### src/rtl/mem_arb_pkg.sv
// Shared types for mem_arbiter: FSM states, requester identity, reset grant history
// and the round-robin pick helper.
package mem_arb_pkg;

    typedef enum logic [1:0] {
        ARB_IDLE    = 2'd0,
        ARB_GRANT_I = 2'd1,
        ARB_GRANT_D = 2'd2
    } arb_state_t;

    typedef enum logic {
        REQ_I = 1'b0,
        REQ_D = 1'b1
    } arb_req_t;

    // Fetch is treated as the previous winner so data wins the first contention.
    localparam arb_req_t RESET_LAST_GRANT = REQ_I;

    // Round-robin pick from idle: a lone requester wins, a tie goes to whoever did not win last.
    function automatic arb_state_t pick_grant(input logic i_req, input logic d_req,
                                              input arb_req_t last_grant);
        arb_state_t next_state;
        next_state = ARB_IDLE;
        if (i_req && d_req) begin
            next_state = (last_grant == REQ_I) ? ARB_GRANT_D : ARB_GRANT_I;
        end else if (i_req) begin
            next_state = ARB_GRANT_I;
        end else if (d_req) begin
            next_state = ARB_GRANT_D;
        end else begin
            next_state = ARB_IDLE;
        end
        return next_state;
    endfunction

endpackage

### src/rtl/mem_arbiter.sv
// Round-robin arbiter sharing one memory master port between fetch and data access.
// Optional grant watchdog enabled by defining MEM_ARB_TIMEOUT_EN.
module mem_arbiter
    import mem_arb_pkg::*;
#(
    parameter int ADDR_WIDTH     = 32,
    parameter int DATA_WIDTH     = 32,
    parameter int TIMEOUT_CYCLES = 255
) (
    input  logic                  clock,
    input  logic                  reset,
    input  logic [ADDR_WIDTH-1:0] i_addr,
    input  logic                  i_rd,
    output logic [DATA_WIDTH-1:0] i_data,
    output logic                  i_waitrequest,
    input  logic [ADDR_WIDTH-1:0] d_addr,
    input  logic                  d_rd,
    input  logic                  d_wr,
    input  logic [DATA_WIDTH-1:0] d_wr_data,
    output logic [DATA_WIDTH-1:0] d_data,
    output logic                  d_waitrequest,
    output logic [ADDR_WIDTH-1:0] m_addr,
    output logic                  m_rd,
    output logic                  m_wr,
    output logic [DATA_WIDTH-1:0] m_wr_data,
    input  logic [DATA_WIDTH-1:0] m_data,
    input  logic                  m_waitrequest,
    output logic                  arb_timeout
);

    if (TIMEOUT_CYCLES < 1) begin : g_bad_timeout
        $error("mem_arbiter: TIMEOUT_CYCLES must be at least 1");
    end

    arb_state_t state_q, state_d;
    arb_req_t   last_grant_q, last_grant_d;

    // Read data is broadcast; each requester only samples it when its own waitrequest drops.
    assign i_data = m_data;
    assign d_data = m_data;

`ifdef MEM_ARB_TIMEOUT_EN
    localparam int CNT_W = $clog2(TIMEOUT_CYCLES + 1);
    localparam logic [CNT_W-1:0] CNT_LAST = CNT_W'(TIMEOUT_CYCLES - 1);

    logic [CNT_W-1:0] cnt_q, cnt_d;

    // Stall counter: zero while idle so every grant starts fresh, counts stalled granted cycles.
    always_comb begin
        cnt_d = cnt_q;
        if (state_q == ARB_IDLE) begin
            cnt_d = '0;
        end else if (m_waitrequest) begin
            cnt_d = cnt_q + CNT_W'(1);
        end else begin
            cnt_d = cnt_q;
        end
    end

    // Stall counter register.
    always_ff @(posedge clock) begin
        if (reset) begin
            cnt_q <= '0;
        end else begin
            cnt_q <= cnt_d;
        end
    end
`else
    assign arb_timeout = 1'b0;
`endif

    // Next-state, grant history and master-port mux.
    always_comb begin
        state_d       = state_q;
        last_grant_d  = last_grant_q;
        m_addr        = '0;
        m_rd          = 1'b0;
        m_wr          = 1'b0;
        m_wr_data     = '0;
        i_waitrequest = 1'b1;
        d_waitrequest = 1'b1;
`ifdef MEM_ARB_TIMEOUT_EN
        arb_timeout   = 1'b0;
`endif
        case (state_q)
            ARB_IDLE: begin
                state_d = pick_grant(i_rd, d_rd | d_wr, last_grant_q);
            end
            ARB_GRANT_I: begin
                m_addr        = i_addr;
                m_rd          = i_rd;
                i_waitrequest = m_waitrequest;
                if (!i_rd) begin
                    state_d = ARB_IDLE;
                end else if (!m_waitrequest) begin
                    state_d      = ARB_IDLE;
                    last_grant_d = REQ_I;
                end else begin
                    state_d = ARB_GRANT_I;
                end
            end
            ARB_GRANT_D: begin
                // A simultaneous read and write is issued as the write.
                m_addr        = d_addr;
                m_wr          = d_wr;
                m_rd          = d_rd & ~d_wr;
                m_wr_data     = d_wr_data;
                d_waitrequest = m_waitrequest;
                if (!(d_rd | d_wr)) begin
                    state_d = ARB_IDLE;
                end else if (!m_waitrequest) begin
                    state_d      = ARB_IDLE;
                    last_grant_d = REQ_D;
                end else begin
                    state_d = ARB_GRANT_D;
                end
            end
            default: begin
                state_d = ARB_IDLE;
            end
        endcase
`ifdef MEM_ARB_TIMEOUT_EN
        // Watchdog expiry releases the requester with undefined data and kills the bus cycle.
        if ((state_q != ARB_IDLE) && m_waitrequest && (m_rd | m_wr) && (cnt_q == CNT_LAST)) begin
            arb_timeout = 1'b1;
            m_rd        = 1'b0;
            m_wr        = 1'b0;
            state_d     = ARB_IDLE;
            if (state_q == ARB_GRANT_I) begin
                i_waitrequest = 1'b0;
                last_grant_d  = REQ_I;
            end else begin
                d_waitrequest = 1'b0;
                last_grant_d  = REQ_D;
            end
        end else begin
            arb_timeout = 1'b0;
        end
`endif
    end

    // FSM state and grant history registers.
    always_ff @(posedge clock) begin
        if (reset) begin
            state_q      <= ARB_IDLE;
            last_grant_q <= RESET_LAST_GRANT;
        end else begin
            state_q      <= state_d;
            last_grant_q <= last_grant_d;
        end
    end

endmodule

### config.mk
export PLATFORM = sky130hd
export DESIGN_NAME = mem_arbiter
export DESIGN_NICKNAME = d
export VERILOG_FILES = /design/src/rtl/mem_arb_pkg.sv /design/src/rtl/mem_arbiter.sv
export SDC_FILE = /design/constraint.sdc
export NUM_CORES = 1
export LEC_CHECK = 0
export CORE_ASPECT_RATIO = 1.25
export CORE_MARGIN = 10
export CORE_UTILIZATION = 19
export CTS_BUF_LIST = sky130_fd_sc_hd__clkbuf_16
export DETAILED_ROUTE_END_ITERATION = 8
export HOLD_SLACK_MARGIN = 0.1
export PLACE_DENSITY_LB_ADDON = 0.05
export SLEW_MARGIN = 20
export SYNTH_ARGS = -nofsm -noshare
export SYNTH_HDL_FRONTEND = slang
export SYNTH_SLANG_ARGS = --single-unit
### constraint.sdc
create_clock -name clock -period 1.7 [get_ports clock]
set_input_delay 0.51 -clock clock [delete_from_list [all_inputs] [get_ports clock]]
set_output_delay 0.51 -clock clock [all_outputs]
set_load 0.02 [all_outputs]
# Word level (Yosys, flattened, before mapping)
# Cells that the tools add are included.
# Widths: inputs -> output; s select.
[word_totals] register_bits=3 latchBits=0 mem_bits_rw=0 romBits=0 elab_cells=35 n_memories=0
[op_classes] addsub=0 multipliers=0 div_mod_pow=0 n_lt_le_gt_ge=0 eq_ne=6 n_shift=0 mux=20 bitwise_logic=3 reduce_logical=4
[ops] operator="$pmux 32 s2" count=1
[ops] operator="$mux 32" count=1
[ops] operator="$mux 2" count=6
[ops] operator="$mux 1" count=9
[ops] operator="$ne 2x2->1 const B" count=4
[ops] operator="$pmux 2 s3" count=1
[ops] operator="$reduce_and 5->1" count=1
[ops] operator="$pmux 1 s2" count=2
[ops] operator="$eq 2x1->1 const B" count=1
[ops] operator="$eq 2x2->1 const B" count=1
[ops] operator="$logic_not 2->1" count=1
[ops] operator="$reduce_bool 2->1" count=1
[ops] operator="$and 1x1->1" count=1
[ops] operator="$logic_and 1x1->1" count=1
[ops] operator="$not 1->1" count=1
[ops] operator="$or 1x1->1" count=1

# Logic depth before layout (Yosys ltp)
[logic_depth] depth_word=5 ltp_mapped=6 ltp_nobuf=4

# Worst setup path before layout
# No wires, ideal clock.
[synth_timing] kind="register to output" start="reg state_q[1]" end="out m_rd" t_arrival_ns=1.392 required_time_ns=1.190 slack_ns=-0.202 path_stages_with_launch=7 path_buffers=2 cell_sequence="dfxtp_1 -> inv_1 -> ha_1 -> buf_2 -> buf_2 -> nand2_1 -> a21boi_0"
[synth_between] elab_chain_cells=2 elab_cells_between_ends=3 classes_between="eq/ne (2); mux (1)"
[synth_rtl] element="from (decl)" line_no="mem_arbiter.sv:35" text="arb_state_t state_q, state_d;"
[synth_rtl] element="from (signal assigned)" line_no="mem_arbiter.sv:148" text="state_q <= state_d;"
[synth_rtl] element="$eq 2x2->1 / $eq 2x1->1 (equally long branches)" line_no="mem_arbiter.sv:85" text="case (state_q)"
[synth_rtl] element="$pmux 1 s2 (*)" line_no="mem_arbiter.sv:85"
[synth_rtl] element="to (decl)" line_no="mem_arbiter.sv:23" text="output logic m_rd,"
# Mark *: on every way between the ends. The rest lies on a longest branch, timed or not.

# Final worst setup path
[layout_timing] start="reg state_q[1]" end="out m_addr[24]"
[layout_between] elab_chain_cells=2 elab_cells_between_ends=3 classes_between="eq/ne (2); mux (1)"
[layout_rtl] element="$eq 2x2->1 / $eq 2x1->1 (equally long branches)" line_no="mem_arbiter.sv:85"
[layout_rtl] element="$pmux 32 s2 (*)" line_no="mem_arbiter.sv:85"
[layout_rtl] element="to (decl)" line_no="mem_arbiter.sv:22" text="output logic [ADDR_WIDTH-1:0] m_addr,"
# Marks and branches as above.

==> results <==
[cell usage after synthesis]
library cell,n
and2_1,33
nor2_1,1
nand2b_1,3
nor4bb_1,1
dfxtp_1,3
nand3b_1,1
a2111oi_2,2
or3b_1,1
o21bai_1,1
a21boi_0,1
conb_1,1
a22oi_1,33
a21bo_2,1
inv_1,3
clkbuf_1,4
nand2_1,2
nor2b_1,33
buf_2,11
buf_4,65
o32ai_1,1
ha_1,4
[metrics by stage]
step	power, mW	setup WS, ns	cells	setup TNS [ns]
2_1_floorplan	0.707	-0.0139	205	-0.621
6_report	1.76	-0.259	417	-13.72
5_1_grt	1.84	-0.311	417	-16.86
4_1_cts	1.59	-0.265	410	-12.08
3_5_place_dp	1.04	-0.690	401	-36.63
3_3_place_gp	1.04	-0.692	401	-36.33
[cells by family after synthesis]
group	Yosys count
simple gates	75
other cells	1
buf+inv	83
fa+ha+maj	4
compound gates	39
flops	3
[registers in the layout, indices dropped and copies added, names as in the netlist]
register      cells
last_grant_q      1
state_q           2
[worst paths after layout]
check                                     to
worst min register to register  last_grant_q
worst min-delay path            last_grant_q
worst max register to register  last_grant_q
worst max-delay path              m_addr[24]
[area by class of cell]
| class | instances | area [um^2] | share of cell area |
|---|---|---|---|
| timing repair buffer | 196 | 2170 | 0.581 |
| multi-input combinational | 119 | 1290 | 0.345 |
| tap | 92 | 115 | 0.0308 |
| clock buffer | 3 | 75.1 | 0.0201 |
| sequential | 3 | 67.6 | 0.0181 |
| inverter | 3 | 16.3 | 0.00435 |
| clock inverter | 1 | 3.75 | 0.00100 |
[critical path: stages, from the launching register on]
cell and delay [ns]:
dfxtp_4 0.37, inv_4 0.05, ha_4 0.30, buf_12 0.12
clkbuf_16 0.13, nor2b_4 0.14, buf_6 0.12
[what timing repair did]
item / 4_1_cts / 5_1_grt
gates resized for setup: 428 / 61
pin swaps: 0 / 9
setup buffers: 4 / 4
cloned: 1 / 4
setup endpoints to repair: 68 / 69
[layer usage]
metal | part of all wire | global-route usage | vias to the layer above
met3 | 0.076 | 0.0402 | 26
met4 | 0.018 | 0.0332 | 0
li1 | - | - | 856
met2 | 0.59 | 0.256 | 80
met5 | 0 | 0 | -
met1 | 0.32 | 0.120 | 818
[layout by cell type, fill, tap and decap left out, drive strengths merged, types with 3 or more instances in the layout]
cell           netlist  final
nor2b               33     33
clkbuf               4      7
clkdlybuf4s50        0     98
inv                  3      4
buf                 76     91
ha                   4      4
a22oi               33     33
nand2b               3      3
dfxtp                3      3
and2                33     33
[power by group]
group	switching [mW]	total, mW	internal, mW
Combinational	0.495	1.30	0.801
Clock	0.0717	0.376	0.304
Sequential	0.00760	0.0838	0.0762
==> impl_results.md <==
- Synth top area share: 0.333
- Fmax: around 510 MHz
- Final hold viol count: 0
- Clock buffer count from CTS: 3
- Ant diodes: 0
- Synthesized Nets: between 300 and 400
- Critical path origin: state_q[1]
- Hold Crit Depth: 2
- First-pass GRT wire length: 12.0 mm
- Routability Congestion: about 0.77
- I/O pin cnt: 267
- Hpwl dp: about 6.4 mm
- Row cnt: 35
- WL/cell: roughly 20 um
- Die Wd: 98.5 um
- CP max FO: 5
- P&R area growth vs syn: 156%
- H-tree lvl count: 1
- FF-to-FF setup slack: 0.13 ns
- Initial drt markers: 34
- Yosys warns: 0
- Worst min path class: register to register
- Leading post-synthesis cells by cell area: buf_4 33%, a22oi_1 17%, and2_1 14%
- GRT overflow: 0
- Total core area: ~7400 um^2
- Worst hold start: last_grant_q
- Clk sinks: 3
- Mapped Area: around 1500 um^2
- Clk_skew: between 0.0005 and 0.0006 ns
- DRC Markers: 0
- Fill cells: just over 700
- Die area: around 12,000 um^2
- Min Clock Period, post-route: between 1.5 and 2 ns
- Pleak: about 1.5 nW
- Combinational family with the most area after synthesis: buffers and inverters
- Critical Path Start Type: register
- MaxCap Viol Count: 0
- Nets: roughly 460
- GRT Overall Usage: 0.129
- Vias: approximately 1,800
- Post-synthesis xor/xnor area fraction: 0
- Final setup fails: 68
- Synthesized instance count: between 200 and 250
- Status: finished, violations left
- Violated checks: negative setup slack
- Die H: between 100 and 150 um
- CTS Hold Bufs: 0
- Largest area contributor in the netlist: buf_4
- Fin crit share: 1.15
- Clock Latency Late Sink: roughly 0.23 ns
- Unrepaired setup endpoints after global routing: true
- Post-Synth Adder-Cell Area: 0.0342
- Synth Area in Simple Gates: 0.321
- Initial antenna violation count: 0
- Worst Hold Slack: 0.513 ns
- Synth Register Bits: 3
- Max Slew Vio Count: 0
- Worst Slack Setup Final: -0.259 ns
- Port Buf Inserts: 169
- Worst R2R Start: state_q[0]
- Total Wirelength: about 8.6 mm
- Fraction of layout cells with a size suffix above 1: 0.603
- Mean post-synth cell area: approximately 7.1 um^2
- CP Class: register to output pin
- Critical Path RT: ~1.2 ns
- Cell variety after synth: 21
- Design area: about 3700 um^2
- Post-DP Area: approximately 3000 um^2
- Post-synthesis sequential area ratio: 0.0410
- TritonRoute pass-1 iters: 4
- Vias per std cell: between 4 and 5
- Starting density of the core: 0.197
- CTS tree: built
- Arrival @ worst endpoint: around 1.5 ns
- Root Driver: clkbuf_16
- Path depth of the worst reg2reg path: 8
- Post-synthesis mux area share: 0
- Antenna viol nets, final: 0
- Worst vdd ir: 0.588 mV
- Largest net degree at the start of global routing: 34
- Vias in the first global route: between 1,500 and 2,000
- Worst-path clk slew: approximately 0.030 ns
- Crit end category: output pin
- Post-layout util: 0.503
- Compound-Gate Fraction of Synth Area: 0.213
- CTS max path bufs: 2
- Power per standard cell area: ~470 nW/um^2
Power figures use the tool's default switching activity.
==> edit 1, RTL diff (same flow settings) <==
Change the parameter `ADDR_WIDTH` from 32 to 64.
--- a/src/rtl/mem_arbiter.sv
+++ b/src/rtl/mem_arbiter.sv
@@ -4,5 +4,5 @@
     import mem_arb_pkg::*;
 #(
-    parameter int ADDR_WIDTH     = 32,
+    parameter int ADDR_WIDTH     = 64,
     parameter int DATA_WIDTH     = 32,
     parameter int TIMEOUT_CYCLES = 255
Interface: changed (resized d_addr, i_addr and m_addr); port bits go from 267 to 363. No check against the original RTL was run, so the function may have changed too.
==> edit 1 against the original RTL <==
The flow still finishes with violations (setup timing). Via count increased by 61%. Hold slack got worse by 0.0032 ns. Area after synthesis increased by 33%. Register-to-register slack got worse by 0.08 ns. Total power increased by 39%. Count of clock-buffer cells in the layout unchanged. Worst setup slack got worse by 0.12 ns. First-iteration DRC count increased by 140%. Critical path depth unchanged. Sequential cell count unchanged. Design area increased by 53%. Wire length increased by 69%. Critical endpoint is now m_addr[48].
==> edit 1: results (changes against the original RTL) <==
outcome finished, violations left; failing checks setup timing; worst slack, placed -0.6802 ns (+0.009480 ns); Detailed Route Iter0 Violations 83 (+140%); GP Congestion 0.7666 (about the same); area grow syn2layout 193.8%; post-placement cell area 4494 um2 (+49%); post-synthesis compound-gate area fraction 28.25% (+7.0 points); WL/cell 22.55 um (+9.9%); first-pass GRT wire length 19600 um (+63%); port buffer count 265 (+57%); Post-Syn Area 1953 um2 (+33%); Final HPWL DP 10850 um (+70%); maximum VDD drop 302.0 uV (-49%); share of cells above drive strength 1 61.21% (+0.90 points); YS warnings 0 (unchanged); final setup fails 100 (+47%); post-route setup slack -0.3828 ns (-0.1234 ns); DRT Pass-1 Iters 4 (unchanged); Synth Area in Adders 2.562% (-0.86 points); crit-path max FO 18 (+13); Via density 4.463 (+4.5%); vias in the first global route 3127 (+60%); top cells by area, synth buf_4, a22oi_1, nor2b_1, and2_1, dfxtp_1; Leakage 2.212 nW (+50%); Post-synth top cells buf_4, a22oi_1, nor2b_1; final layout net count 716 (+54%); Total GRT Usage 16.76% (+3.9 points); fillers 917 (+27%); Mapped Nets 482 (+41%); sequential element share of the synthesized area 3.075% (-1.0 points)
## edit 1: kinds of logic after synthesis
group / after synthesis
adders and majority gates: 4
and+or+nand+nor: 107
DFF: 3
AOI/OAI and AO/OA: 71
other: 1
buffers and inverters: 94
## edit 1: final timing paths
check	start	to	slack, ns	cells after the start
worst min-delay path	last_grant_q	last_grant_q	0.51	2
worst max-delay path	state_q[0]	m_addr[48]	-0.38	6
worst min register to register	last_grant_q	last_grant_q	0.51	2
worst max register to register	state_q[0]	state_q[0]	0.05	7
## edit 1: area by class of cell
cell class | count | area share [%]
Tap cell | 129 | 2.813
Timing Repair Buffer | 320 | 61.12
Clock buffer | 3 | 1.308
Inverter | 3 | 0.2835
Multi-Input combinational cell | 183 | 33.23
Sequential cell | 3 | 1.177
Clock inverter | 1 | 0.06542
## edit 1: tightest hold or removal path, cell delays in order (launching register included)
cell,delay (ns)
dfxtp_1,0.32
nand2b_1,0.07
o32ai_1,0.07
## edit 1: layer usage
metal  vias to the layer above  track usage (%)  wire length, um
li1                       1367                -                -
met1                      1295            15.16             4729
met2                       157            33.66             8206
met3                        46            5.121             1111
met4                         0            6.159              431
met5                         -                0                0
## edit 1: timing repair
item | 4_1_cts | 5_1_grt
endpoints found under the setup margin | 100 | 101
hold buffers | 0 | 0
pin swaps | 1 | 23
setup buffers | 9 | 18
gates cloned | 7 | 7
gates resized for setup | 472 | 197
## edit 1: where the power goes
part | switching (W) | internal [W]
Sequential | 0.00000781 | 0.0000762
Clock | 0.0000711 | 0.000304
Combinational | 0.000758 | 0.00122
## edit 1: metrics by stage
| step | std cells | hold WS, ns | TNS [ns] |
|---|---|---|---|
| floorplan | 280 | 0.4748 | -5.312 |
| global placement | 600 | 0.5000 | -51.75 |
| detailed placement | 600 | 0.5077 | -52.79 |
| CTS | 620 | 0.5108 | -28.89 |
| global route | 642 | 0.5239 | -32.76 |
| finish | 642 | 0.5093 | -28.05 |
==> edit 2, RTL diff (config.mk and constraints unchanged) <==
Made on the original files. Re-encode `arb_state_t` (3 states) as one-hot, 3 bits wide.
--- a/src/rtl/mem_arb_pkg.sv
+++ b/src/rtl/mem_arb_pkg.sv
@@ -3,8 +3,8 @@
 package mem_arb_pkg;
 
-    typedef enum logic [1:0] {
-        ARB_IDLE    = 2'd0,
-        ARB_GRANT_I = 2'd1,
-        ARB_GRANT_D = 2'd2
+    typedef enum logic [2:0] {
+        ARB_IDLE    = 3'b001,
+        ARB_GRANT_I = 3'b010,
+        ARB_GRANT_D = 3'b100
     } arb_state_t;
 
Behaviour: same outputs for any inputs over 10 cycles, from zero or initial values and one cycle with reset high; not proved beyond that.
==> edit 2 against the original RTL <==
The flow still finishes with violations (setup timing). Synthesized cell count fell by 13%. Critical path type unchanged. Sequential cell count rose by 1. Total power rose by 1.9%. Area after synthesis fell by 7.4%. Worst setup slack improved by 0.020 ns. Sequential share of layout area rose by 0.82 points. Utilization fell by 1.4 points. Hold slack improved by 0.016 ns. Wire length fell by 11%. Design area fell by 9.5%. First-iteration DRC count fell by 18%. Clock skew rose by 0.00065 ns.
==> edit 2: results (changes against the original RTL) <==
largest registers state_q: 3 flops, last_grant_q: 1 flops; sequential element share of the synthesized area 5.910% (+1.8 points); delay of the slowest critical-path stage 0.36 ns; outcome finished, violations left; Leakage 1.543 nW (+5.0%); failing checks setup timing; share of cells above drive strength 1 51.33% (-9.0 points); Distinct cells, synth 30 (+43%); antenna violations before repair 0 (unchanged); CTS Buf Count 3 (unchanged); maximum VDD drop 303.8 uV (-48%); vias in the first global route 1915 (-1.7%); Worst EP arrival 1.43 ns (-0.02 ns); H-tree levels 1 (unchanged); Final HPWL DP 5989 um (-6.3%); first-pass GRT wire length 10640 um (-12%); Detailed Route Iter0 Violations 28 (-18%); final layout net count 436 (-6.0%); worst slack, placed -0.6469 ns (+0.04277 ns); DRT Pass-1 Iters 4 (unchanged); post-synthesis async set-or-reset flop share 0% (unchanged); GP Congestion 0.7420 (-3.3%); critical path's slowest cell dfxtp_4; Mapped Nets 312 (-9.0%); largest net degree at the start of global routing 33 (-2.9%); final wirelength 7608 um (-11%); Int Pwr 0.001188 W (+0.58%); diode count 0 (unchanged); Setup TNS -13.59 ns (+0.1293 ns); fillers 667 (-7.9%); Main synth FF type dfxtp_1; crit-path max FO 16 (+11); post-route setup slack -0.2395 ns (+0.01991 ns); Worst Hold Class reg2reg; YS warnings 0 (unchanged); Clock Tree Buf Depth 2 (unchanged); Via density 4.474 (+4.8%); skew final 0.001210 ns (+0.0006523 ns); port buffer count 169 (unchanged); Total GRT Usage 12.28% (-0.57 points); final setup fails 68 (unchanged); top cells by area, synth buf_4, a22o_1, and2_1, dfxtp_1, nand3b_1; Clock transition at path regs 0.03 ns (about the same); clk_lat worst skew 0.23 ns (about the same); clock root buffer clkbuf_16; Post-synth top cells buf_4, and2_1, a22o_1; delay-heaviest family, CP buffers and inverters
==> edit 2: tightest hold or removal path, cell delays in order, from the launching register on <==
cell	delay, ns
dfxtp_1	0.31
o21ai_0	0.09
a21oi_1	0.07
==> edit 2: final timing paths <==
path	cells after the start	start	endpoint	slack (ns)
worst max register to register	6	state_q[2]	state_q[0]	0.22
worst min-delay path	2	last_grant_q	last_grant_q	0.53
worst max-delay path	5	state_q[2]	m_wr_data[16]	-0.24
worst min register to register	2	last_grant_q	last_grant_q	0.53
==> edit 2: cells by family after synthesis <==
| logic type | count (synthesis) | share of synthesized area [%] |
|---|---|---|
| AOI/OAI and AO/OA | 42 | 25.49 |
| xor gates and xnor gates | 1 | 0.6465 |
| buffers and inverters | 79 | 42.01 |
| DFF | 4 | 5.910 |
| other | 1 | 0.2767 |
| and+or+nand+nor | 51 | 25.67 |
==> edit 2: power groups by stage <==
| stage | logic, W | registers (W) | clock network, W |
|---|---|---|---|
| 2_1_floorplan | 0.000766 | 0.000121 | 0 |
| 3_3_place_gp | 0.00111 | 0.000142 | 0 |
| 3_5_place_dp | 0.00110 | 0.000144 | 0 |
| 4_1_cts | 0.00121 | 0.000148 | 0.000380 |
| 5_1_grt | 0.00135 | 0.000152 | 0.000386 |
| 6_report | 0.00127 | 0.000149 | 0.000370 |
==> edit 2: routing by layer <==
metal  GRT usage [%]  wire (um)  vias up  share of wire, %
met3           8.793       1451       17                19
met5               0          0        -                 0
met2           19.00       3182      173                42
met1           12.89       2844      759                37
li1                -          -      796                 -
met4           3.744        130        0               1.7
==> edit 2: area by class of cell <==
| type | instances | area, um2 | share of cell area, % |
|---|---|---|---|
| inverter | 1 | 3.754 | 0.1108 |
| timing repair buffer | 197 | 2103 | 62.10 |
| sequential | 4 | 88.84 | 2.623 |
| clock buffer | 3 | 75.07 | 2.216 |
| tap | 90 | 112.6 | 3.325 |
| multi-input combinational | 95 | 1003 | 29.63 |
==> edit 2: metrics by stage <==
step,instance area [um2],std cells
after floorplan,1632,178
after global placement,3000,376
after detailed placement,3000,376
after CTS,3298,388
after global routing,3387,390
final,3387,390
==> edit 2: what timing repair did <==
item | in CTS | in global routing
pin swaps | 10 | 18
gates resized for setup | 423 | 24
setup endpoints to repair | 69 | 68
gates cloned | 3 | 3
buffers inserted | 7 | 3
hold endpoints to repair | 0 | 0
